<file path="config.mk">
export PLATFORM = sky130hd
export DESIGN_NAME = settings_access_ctrl_flat
export DESIGN_NICKNAME = d
export VERILOG_FILES = /design/src/rtl/settings_access_ctrl_pkg.sv /design/src/rtl/settings_access_ctrl_if.sv /design/src/rtl/settings_access_ctrl_rr_arbiter2.sv /design/src/rtl/settings_access_ctrl.sv /design/src/flat_wrapper.sv
export SDC_FILE = /design/constraint.sdc
export NUM_CORES = 1
export LEC_CHECK = 0
export CAP_MARGIN = 25
export CORE_ASPECT_RATIO = 1.2
export CORE_MARGIN = 2
export CORE_UTILIZATION = 39
export CTS_CLUSTER_SIZE = 8
export DETAILED_ROUTE_END_ITERATION = 8
export HOLD_SLACK_MARGIN = 0.03
export PLACE_DENSITY = 0.78
export SYNTH_ARGS = -nofsm -noshare
export SYNTH_HDL_FRONTEND = slang
export SYNTH_SLANG_ARGS = --single-unit
</file>
<file path="constraint.sdc">
create_clock -name clk -period 1.5 [get_ports clk]
set_clock_uncertainty 0.05 [all_clocks]
set_input_delay 0.45 -clock clk [delete_from_list [all_inputs] [get_ports clk]]
set_output_delay 0.45 -clock clk [all_outputs]
set_load 0.1 [all_outputs]
</file>
<file path="src/rtl/settings_access_ctrl_pkg.sv">
// Shared types for the settings memory access controller: FSM states,
// requester identities and the address-window legality check.
package settings_ctrl_pkg;

   typedef enum logic [2:0] {
      IDLE  = 3'd0,
      CHECK = 3'd1,
      ISSUE = 3'd2,
      WAIT  = 3'd3,
      RESP  = 3'd4
   } state_t;

   typedef enum logic {
      REQ_A = 1'b0,
      REQ_B = 1'b1
   } req_id_t;

   // ROM words are read-only; anything past the RAM window is illegal.
   function automatic logic addr_err(input logic [31:0] addr,
                                     input logic        wen,
                                     input int unsigned rom_len,
                                     input int unsigned total_len);
      return (addr >= total_len) || (wen && (addr < rom_len));
   endfunction

endpackage

</file>
<file path="src/rtl/settings_access_ctrl_if.sv">
// Request/response channels for requesters A and B plus the settings memory port.
// The slave modport is the controller's view; master is the requesters' and memory's view.
interface settings_access_ctrl_if #(
   parameter int AW = 5,
   parameter int DW = 16
);
   logic          a_req_valid;
   logic          a_req_ready;
   logic          a_req_wen;
   logic [AW-1:0] a_req_addr;
   logic [DW-1:0] a_req_wdata;
   logic          a_rsp_valid;
   logic [DW-1:0] a_rsp_rdata;
   logic          a_rsp_err;

   logic          b_req_valid;
   logic          b_req_ready;
   logic          b_req_wen;
   logic [AW-1:0] b_req_addr;
   logic [DW-1:0] b_req_wdata;
   logic          b_rsp_valid;
   logic [DW-1:0] b_rsp_rdata;
   logic          b_rsp_err;

   logic          mem_wen;
   logic [AW-1:0] mem_addr;
   logic [DW-1:0] mem_wdata;
   logic [DW-1:0] mem_rdata;

   modport slave (
      input  a_req_valid, a_req_wen, a_req_addr, a_req_wdata,
      output a_req_ready, a_rsp_valid, a_rsp_rdata, a_rsp_err,
      input  b_req_valid, b_req_wen, b_req_addr, b_req_wdata,
      output b_req_ready, b_rsp_valid, b_rsp_rdata, b_rsp_err,
      output mem_wen, mem_addr, mem_wdata,
      input  mem_rdata
   );

   modport master (
      output a_req_valid, a_req_wen, a_req_addr, a_req_wdata,
      input  a_req_ready, a_rsp_valid, a_rsp_rdata, a_rsp_err,
      output b_req_valid, b_req_wen, b_req_addr, b_req_wdata,
      input  b_req_ready, b_rsp_valid, b_rsp_rdata, b_rsp_err,
      input  mem_wen, mem_addr, mem_wdata,
      output mem_rdata
   );
endinterface

</file>
<file path="src/rtl/settings_access_ctrl_rr_arbiter2.sv">
// Two-way round-robin arbiter: combinational grant while enabled, zero latency.
// On a tie the requester not granted last wins; last grant resets to B.
module settings_rr_arbiter2
   import settings_ctrl_pkg::*;
(
   input  logic    clk,
   input  logic    rst,
   input  logic    en_i,
   input  logic    req_a_i,
   input  logic    req_b_i,
   output logic    gnt_a_o,
   output logic    gnt_b_o,
   output req_id_t gnt_id_o
);
   req_id_t last_q, last_d;

   assign gnt_a_o  = en_i && req_a_i && (!req_b_i || (last_q == REQ_B));
   assign gnt_b_o  = en_i && req_b_i && (!req_a_i || (last_q == REQ_A));
   assign gnt_id_o = gnt_b_o ? REQ_B : REQ_A;

   always_comb begin
      last_d = last_q;
      if (gnt_a_o) begin
         last_d = REQ_A;
      end else if (gnt_b_o) begin
         last_d = REQ_B;
      end
   end

   always_ff @(posedge clk) begin
      if (rst) begin
         last_q <= REQ_B;
      end else begin
         last_q <= last_d;
      end
   end
endmodule

</file>
<file path="src/rtl/settings_access_ctrl.sv">
// Shares the ROM+RAM settings memory between requesters A and B, one transaction at a time.
// Response: error T+2, write T+3, read T+3+MEM_RD_LATENCY; non-grantee held off until IDLE.
module settings_access_ctrl
   import settings_ctrl_pkg::*;
#(
   parameter  int MEMORY_WIDTH      = 16,
   parameter  int ROM_MEMORY_LENGTH = 16,
   parameter  int RAM_MEMORY_LENGTH = 16,
   parameter  int MEM_RD_LATENCY    = 1,
   localparam int AW = $clog2(ROM_MEMORY_LENGTH + RAM_MEMORY_LENGTH)
)(
   input  logic                  clk,
   input  logic                  rstb,
   settings_access_ctrl_if.slave bus,
   output logic                  busy
);
   localparam int CW = (MEM_RD_LATENCY > 1) ? $clog2(MEM_RD_LATENCY) : 1;
   localparam int unsigned TOTAL_LEN = ROM_MEMORY_LENGTH + RAM_MEMORY_LENGTH;

   state_t                  state_q, state_d;
   req_id_t                 gnt_q, gnt_d;
   logic                    wen_q, wen_d;
   logic [AW-1:0]           addr_q, addr_d;
   logic [MEMORY_WIDTH-1:0] wdata_q, wdata_d;
   logic                    err_q, err_d;
   logic [MEMORY_WIDTH-1:0] rdata_q, rdata_d;
   logic [CW-1:0]           cnt_q, cnt_d;
   logic                    mem_wen_q, mem_wen_d;
   logic [AW-1:0]           mem_addr_q, mem_addr_d;
   logic [MEMORY_WIDTH-1:0] mem_wdata_q, mem_wdata_d;

   logic    gnt_a, gnt_b, rsp_a, rsp_b;
   req_id_t gnt_id;

   settings_rr_arbiter2 u_arb (
      .clk      (clk),
      .rst      (rstb),
      .en_i     (state_q == IDLE),
      .req_a_i  (bus.a_req_valid),
      .req_b_i  (bus.b_req_valid),
      .gnt_a_o  (gnt_a),
      .gnt_b_o  (gnt_b),
      .gnt_id_o (gnt_id)
   );

   always_comb begin
      state_d     = state_q;
      gnt_d       = gnt_q;
      wen_d       = wen_q;
      addr_d      = addr_q;
      wdata_d     = wdata_q;
      err_d       = err_q;
      rdata_d     = rdata_q;
      cnt_d       = cnt_q;
      mem_wen_d   = 1'b0;
      mem_addr_d  = mem_addr_q;
      mem_wdata_d = mem_wdata_q;
      case (state_q)
         IDLE: begin
            if (gnt_a || gnt_b) begin
               gnt_d   = gnt_id;
               wen_d   = gnt_b ? bus.b_req_wen   : bus.a_req_wen;
               addr_d  = gnt_b ? bus.b_req_addr  : bus.a_req_addr;
               wdata_d = gnt_b ? bus.b_req_wdata : bus.a_req_wdata;
               err_d   = 1'b0;
               rdata_d = '0;
               state_d = CHECK;
            end
         end
         CHECK: begin
            if (addr_err(32'(addr_q), wen_q, ROM_MEMORY_LENGTH, TOTAL_LEN)) begin
               err_d   = 1'b1;
               state_d = RESP;
            end else begin
               mem_addr_d  = addr_q;
               mem_wdata_d = wdata_q;
               mem_wen_d   = wen_q;
               state_d     = ISSUE;
            end
         end
         ISSUE: begin
            if (wen_q) begin
               state_d = RESP;
            end else begin
               cnt_d   = CW'(MEM_RD_LATENCY - 1);
               state_d = WAIT;
            end
         end
         WAIT: begin
            // mem_addr has been presented since ISSUE; count is the remaining latency.
            if (cnt_q == '0) begin
               rdata_d = bus.mem_rdata;
               state_d = RESP;
            end else begin
               cnt_d = cnt_q - CW'(1);
            end
         end
         RESP:    state_d = IDLE;
         default: state_d = IDLE;
      endcase
   end

   always_ff @(posedge clk) begin
      if (rstb) begin
         state_q     <= IDLE;
         gnt_q       <= REQ_A;
         wen_q       <= 1'b0;
         addr_q      <= '0;
         wdata_q     <= '0;
         err_q       <= 1'b0;
         rdata_q     <= '0;
         cnt_q       <= '0;
         mem_wen_q   <= 1'b0;
         mem_addr_q  <= '0;
         mem_wdata_q <= '0;
      end else begin
         state_q     <= state_d;
         gnt_q       <= gnt_d;
         wen_q       <= wen_d;
         addr_q      <= addr_d;
         wdata_q     <= wdata_d;
         err_q       <= err_d;
         rdata_q     <= rdata_d;
         cnt_q       <= cnt_d;
         mem_wen_q   <= mem_wen_d;
         mem_addr_q  <= mem_addr_d;
         mem_wdata_q <= mem_wdata_d;
      end
   end

   assign rsp_a = (state_q == RESP) && (gnt_q == REQ_A);
   assign rsp_b = (state_q == RESP) && (gnt_q == REQ_B);

   assign bus.a_req_ready = gnt_a;
   assign bus.b_req_ready = gnt_b;
   assign bus.a_rsp_valid = rsp_a;
   assign bus.b_rsp_valid = rsp_b;
   assign bus.a_rsp_rdata = rsp_a ? rdata_q : '0;
   assign bus.b_rsp_rdata = rsp_b ? rdata_q : '0;
   assign bus.a_rsp_err   = rsp_a && err_q;
   assign bus.b_rsp_err   = rsp_b && err_q;
   assign bus.mem_wen     = mem_wen_q;
   assign bus.mem_addr    = mem_addr_q;
   assign bus.mem_wdata   = mem_wdata_q;
   assign busy            = (state_q != IDLE);
endmodule

</file>
<file path="src/flat_wrapper.sv">
// flat-port wrapper written by rule: the top's interface ports become plain ports
module settings_access_ctrl_flat import settings_ctrl_pkg::*;
#(
   parameter  int MEMORY_WIDTH      = 16,
   parameter  int ROM_MEMORY_LENGTH = 16,
   parameter  int RAM_MEMORY_LENGTH = 16,
   parameter  int MEM_RD_LATENCY    = 1,
   localparam int AW = $clog2(ROM_MEMORY_LENGTH + RAM_MEMORY_LENGTH)
)
  (clk, rstb, busy, bus_a_req_valid, bus_a_req_wen, bus_a_req_addr, bus_a_req_wdata, bus_a_req_ready, bus_a_rsp_valid, bus_a_rsp_rdata, bus_a_rsp_err, bus_b_req_valid, bus_b_req_wen, bus_b_req_addr, bus_b_req_wdata, bus_b_req_ready, bus_b_rsp_valid, bus_b_rsp_rdata, bus_b_rsp_err, bus_mem_wen, bus_mem_addr, bus_mem_wdata, bus_mem_rdata);
  settings_access_ctrl_if #(.AW((5)), .DW((16))) bus_i ();
  input  logic clk;
  input  logic rstb;
  output logic busy;
  input wire logic [$bits(bus_i.a_req_valid)-1:0] bus_a_req_valid;
  input wire logic [$bits(bus_i.a_req_wen)-1:0] bus_a_req_wen;
  input wire logic [$bits(bus_i.a_req_addr)-1:0] bus_a_req_addr;
  input wire logic [$bits(bus_i.a_req_wdata)-1:0] bus_a_req_wdata;
  output wire logic [$bits(bus_i.a_req_ready)-1:0] bus_a_req_ready;
  output wire logic [$bits(bus_i.a_rsp_valid)-1:0] bus_a_rsp_valid;
  output wire logic [$bits(bus_i.a_rsp_rdata)-1:0] bus_a_rsp_rdata;
  output wire logic [$bits(bus_i.a_rsp_err)-1:0] bus_a_rsp_err;
  input wire logic [$bits(bus_i.b_req_valid)-1:0] bus_b_req_valid;
  input wire logic [$bits(bus_i.b_req_wen)-1:0] bus_b_req_wen;
  input wire logic [$bits(bus_i.b_req_addr)-1:0] bus_b_req_addr;
  input wire logic [$bits(bus_i.b_req_wdata)-1:0] bus_b_req_wdata;
  output wire logic [$bits(bus_i.b_req_ready)-1:0] bus_b_req_ready;
  output wire logic [$bits(bus_i.b_rsp_valid)-1:0] bus_b_rsp_valid;
  output wire logic [$bits(bus_i.b_rsp_rdata)-1:0] bus_b_rsp_rdata;
  output wire logic [$bits(bus_i.b_rsp_err)-1:0] bus_b_rsp_err;
  output wire logic [$bits(bus_i.mem_wen)-1:0] bus_mem_wen;
  output wire logic [$bits(bus_i.mem_addr)-1:0] bus_mem_addr;
  output wire logic [$bits(bus_i.mem_wdata)-1:0] bus_mem_wdata;
  input wire logic [$bits(bus_i.mem_rdata)-1:0] bus_mem_rdata;
  assign bus_i.a_req_valid = bus_a_req_valid;
  assign bus_i.a_req_wen = bus_a_req_wen;
  assign bus_i.a_req_addr = bus_a_req_addr;
  assign bus_i.a_req_wdata = bus_a_req_wdata;
  assign bus_a_req_ready = bus_i.a_req_ready;
  assign bus_a_rsp_valid = bus_i.a_rsp_valid;
  assign bus_a_rsp_rdata = bus_i.a_rsp_rdata;
  assign bus_a_rsp_err = bus_i.a_rsp_err;
  assign bus_i.b_req_valid = bus_b_req_valid;
  assign bus_i.b_req_wen = bus_b_req_wen;
  assign bus_i.b_req_addr = bus_b_req_addr;
  assign bus_i.b_req_wdata = bus_b_req_wdata;
  assign bus_b_req_ready = bus_i.b_req_ready;
  assign bus_b_rsp_valid = bus_i.b_rsp_valid;
  assign bus_b_rsp_rdata = bus_i.b_rsp_rdata;
  assign bus_b_rsp_err = bus_i.b_rsp_err;
  assign bus_mem_wen = bus_i.mem_wen;
  assign bus_mem_addr = bus_i.mem_addr;
  assign bus_mem_wdata = bus_i.mem_wdata;
  assign bus_i.mem_rdata = bus_mem_rdata;
  settings_access_ctrl #(.MEMORY_WIDTH(MEMORY_WIDTH), .ROM_MEMORY_LENGTH(ROM_MEMORY_LENGTH), .RAM_MEMORY_LENGTH(RAM_MEMORY_LENGTH), .MEM_RD_LATENCY(MEM_RD_LATENCY)) u_core (.clk(clk), .rstb(rstb), .bus(bus_i), .busy(busy));
endmodule
</file>
==> impl_metrics.ini <==
[run_status]
outcome = complete, but fails checks
violations = negative setup slack

[synthesis]
synth_nets = 441
ys_warn_count = 0
ys_seq_area_frac = 0.4179
synth_area_um2 = 3162
synth-edff-count = 0
synth_seq_cells = 66
synth.avg_cell_area_um2 = 8.387
async_reset_ff_frac = 0
synth_cells = 377
synthDistinctLibCells = 39
synth-main-ff-cell = dfxtp_1

[power_and_ir_drop]
p_clk_frac = 0.130
ir_worst_vdd_mv = 1.773
p_per_area_nw_per_um2 = 1927
p_total_mw = 12.33
p_leak_nw = 2.294
switching_share = 0.4534
p_switching_mw = 5.589
cellInternalPower_mw = 6.738
seqPwrFrac = 0.221
power_frac_comb = 0.649

[clocking]
cts_root_buffer = clkbuf_8
cts_htree_levels = 3
cts_tree = built
clkSinkCount = 66
path_clk_slew_ns = 0.08
cts_max_path_buffers = 2
clk_latency_ns = 0.36
cts_buffers = 9
cts-hold-fix-buffers = 0

[final_layout]
diodes = 0
area_growth_pct = 102.3
finalNetCount = 593
num-fill-cells = 411
drive_gt1_frac = 0.4663

[worst_setup_path]
crit_fanout = 5
crit_path_start = u_core.state_q[1]
slowest_stage = or4b_4
max_stage_delay_ns = 0.54
start_kind = flop
crit_buf_inv = 1
crit_type = reg2out
critical_path.cell_chain = or4b_4 > a21oi_4 > buf_12
cp.arrival_ns = 1.63
rrSetupSlack_ns = -0.34
end_kind = output port
r2r-start = u_core.state_q[1]
crit_required_ns = 1.00
critPathTopFamily = simple AND/OR/NAND/NOR gates

[timing]
hold_viol = 0
setup_slack_ns = -0.6336
fin_crit_ns = 2.134
relSlewSlack = 0.6696
finalSetupTns_ns = -30.87
period_share = 1.422
worst_pin_slew_ns = 0.4955
max_freq_mhz = 468.7
maxSlewViolCount = 0
rsz0062_at_grt = true
finalSetupViolations = 83

[grt]
grt_pass1_vias = 3571
grt_pass1_wl_mm = 18.10
antenna_found_initial = 0
globalRouteTotalUtil = 0.2642
overflow = 0
grt_max_degree = 32

[detailed_routing]
drtPass1Iterations = 5
ant_nets = 0
via_per_inst = 6.065
route.detailed.drc = 0
drt_iter0_markers = 239
vias = 3797
drt-total-wl_mm = 14.00
avgRoutedWirePerCell_um = 22.36

[placement]
gp_congestion = 0.8208
place.port_buffers = 124
dp_hpwl_mm = 7.194
dp_slack_ns = -0.7869

[floorplanning]
core_um2 = 7795
die_y_um = 102.6
chipWidth_um = 86.20
start_util = 0.4056
dieArea_um2 = 8847
io_pins = 125
rows = 35

[run]
max-cap-violations = 0

[min_path]
min-delay-start = u_core.wdata_q[15]
hold_path.class = reg2reg
[tightest hold or removal path: cells and delay by family (launching register included)]
kind / cells / cell delay [ns]
flip-flops: 1 / 0.34
AO/OA/AOI/OAI: 1 / 0.05
AND/OR/NAND/NOR: 1 / 0.07
[flip-flops by register name, summed over array words and instances (netlist names)]
| register | flops |
|---|---|
| u_core.bus.mem_addr | 5 |
| u_core.bus.mem_wen | 1 |
| u_core.u_arb.last_q | 1 |
| u_core.wen_q | 1 |
| u_core.addr_q | 5 |
| u_core.state_q | 3 |
| u_core.gnt_q | 1 |
| u_core.rdata_q | 16 |
| u_core.bus.mem_wdata | 16 |
| u_core.err_q | 1 |
| u_core.wdata_q | 16 |
[cells by family after synthesis]
group	after synthesis	synth area share
simple gates	116	0.2105
flops	66	0.4179
buf+inv	45	0.07637
compound gates	150	0.2952
[power by group through the flow]
stage          combinational, mW  sequential (mW)  clock, mW
6_report                    8.01             2.72       1.60
5_1_grt                     8.22             2.73       1.67
4_1_cts                     5.87             2.57       1.55
3_5_place_dp                4.53             2.59          0
3_3_place_gp                4.41             2.57          0
2_1_floorplan               2.62             3.10          0
[placed cells by master (no fill, tap or decap), types with 2 or more instances in the layout]
cell type / count
nand2_1: 20
clkinvlp_4: 2
clkbuf_16: 5
dlygate4sd2_1: 2
nand3_1: 30
a21oi_2: 7
o211ai_1: 16
a311oi_1: 7
and2_4: 34
a21oi_4: 5
nor2_4: 4
nor3b_1: 2
a31oi_1: 2
clkbuf_8: 11
buf_4: 21
nand3_2: 7
buf_16: 3
buf_12: 74
a21oi_1: 49
a311oi_2: 15
dfxtp_2: 2
dfxtp_4: 2
dfxtp_1: 62
clkdlybuf4s50_1: 60
nand3_4: 5
o21ai_1: 19
o21ai_0: 4
inv_1: 2
or3b_4: 4
o21ai_2: 21
buf_6: 12
[synthesized netlist by cell type, types with 2 or more instances]
| cell type | count | area (µm²) |
|---|---|---|
| nor2_2 | 2 | 12.51 |
| buf_4 | 5 | 37.54 |
| nand3_1 | 42 | 210.2 |
| nand2_1 | 20 | 75.07 |
| a31oi_1 | 2 | 12.51 |
| nor3_1 | 2 | 10.01 |
| o21ai_0 | 11 | 55.05 |
| o21ai_2 | 10 | 87.58 |
| nor2_1 | 2 | 7.510 |
| and2_1 | 34 | 212.7 |
| buf_2 | 19 | 95.09 |
| o211ai_1 | 16 | 120.1 |
| nor3b_1 | 2 | 15.01 |
| buf_6 | 4 | 45.04 |
| o21ai_1 | 23 | 115.1 |
| inv_1 | 2 | 7.510 |
| a21oi_1 | 61 | 305.3 |
| clkbuf_1 | 13 | 48.80 |
| a311oi_1 | 22 | 192.7 |
| dfxtp_1 | 66 | 1321 |
[stage by stage]
stage	std cells	hold WS (ns)	instance area (µm²)	utilization
after floorplan	377	0.3935	3316	-
after global placement	581	0.4110	5320	0.6825
after detailed placement	581	0.4153	5320	0.6825
after CTS	609	0.4230	5792	0.7430
after global routing	626	0.4642	6396	0.8205
final	626	0.4532	6396	0.8205
[final timing paths]
kind	to	depth (start not counted)
min	u_core.bus.mem_wdata[15]	2
max reg2reg	u_core.wdata_q[10]	8
min reg2reg	u_core.bus.mem_wdata[15]	2
max	bus_a_req_ready	3
[per-layer routing]
layer / vias up / track usage / routed length [µm]
li1: 1707 / - / -
met1: 1828 / 0.2931 / 5250
met3: 46 / 0.06165 / 1070
met2: 216 / 0.4753 / 7125
met5: - / 0 / 0
met4: 0 / 0.1286 / 552
[layout make-up]
| type | count | area, µm² | area share |
|---|---|---|---|
| well taps | 92 | 115.1 | 0.01800 |
| clock buffers | 12 | 155.1 | 0.02426 |
| inverters | 3 | 13.76 | 0.002152 |
| flip-flops and latches | 66 | 1331 | 0.2081 |
| clock inverters | 4 | 50.05 | 0.007825 |
| repair buffers | 179 | 2620 | 0.4096 |
| multi-input cells | 270 | 2111 | 0.3300 |
[what timing repair did]
item | 4_1_cts | 5_1_grt
buffers inserted | 6 | 13
resized for setup | 21 | 96
pin swaps | 9 | 52
setup endpoints to repair | 102 | 100
gates cloned | 6 | 7
Power figures use the tool's default switching activity.
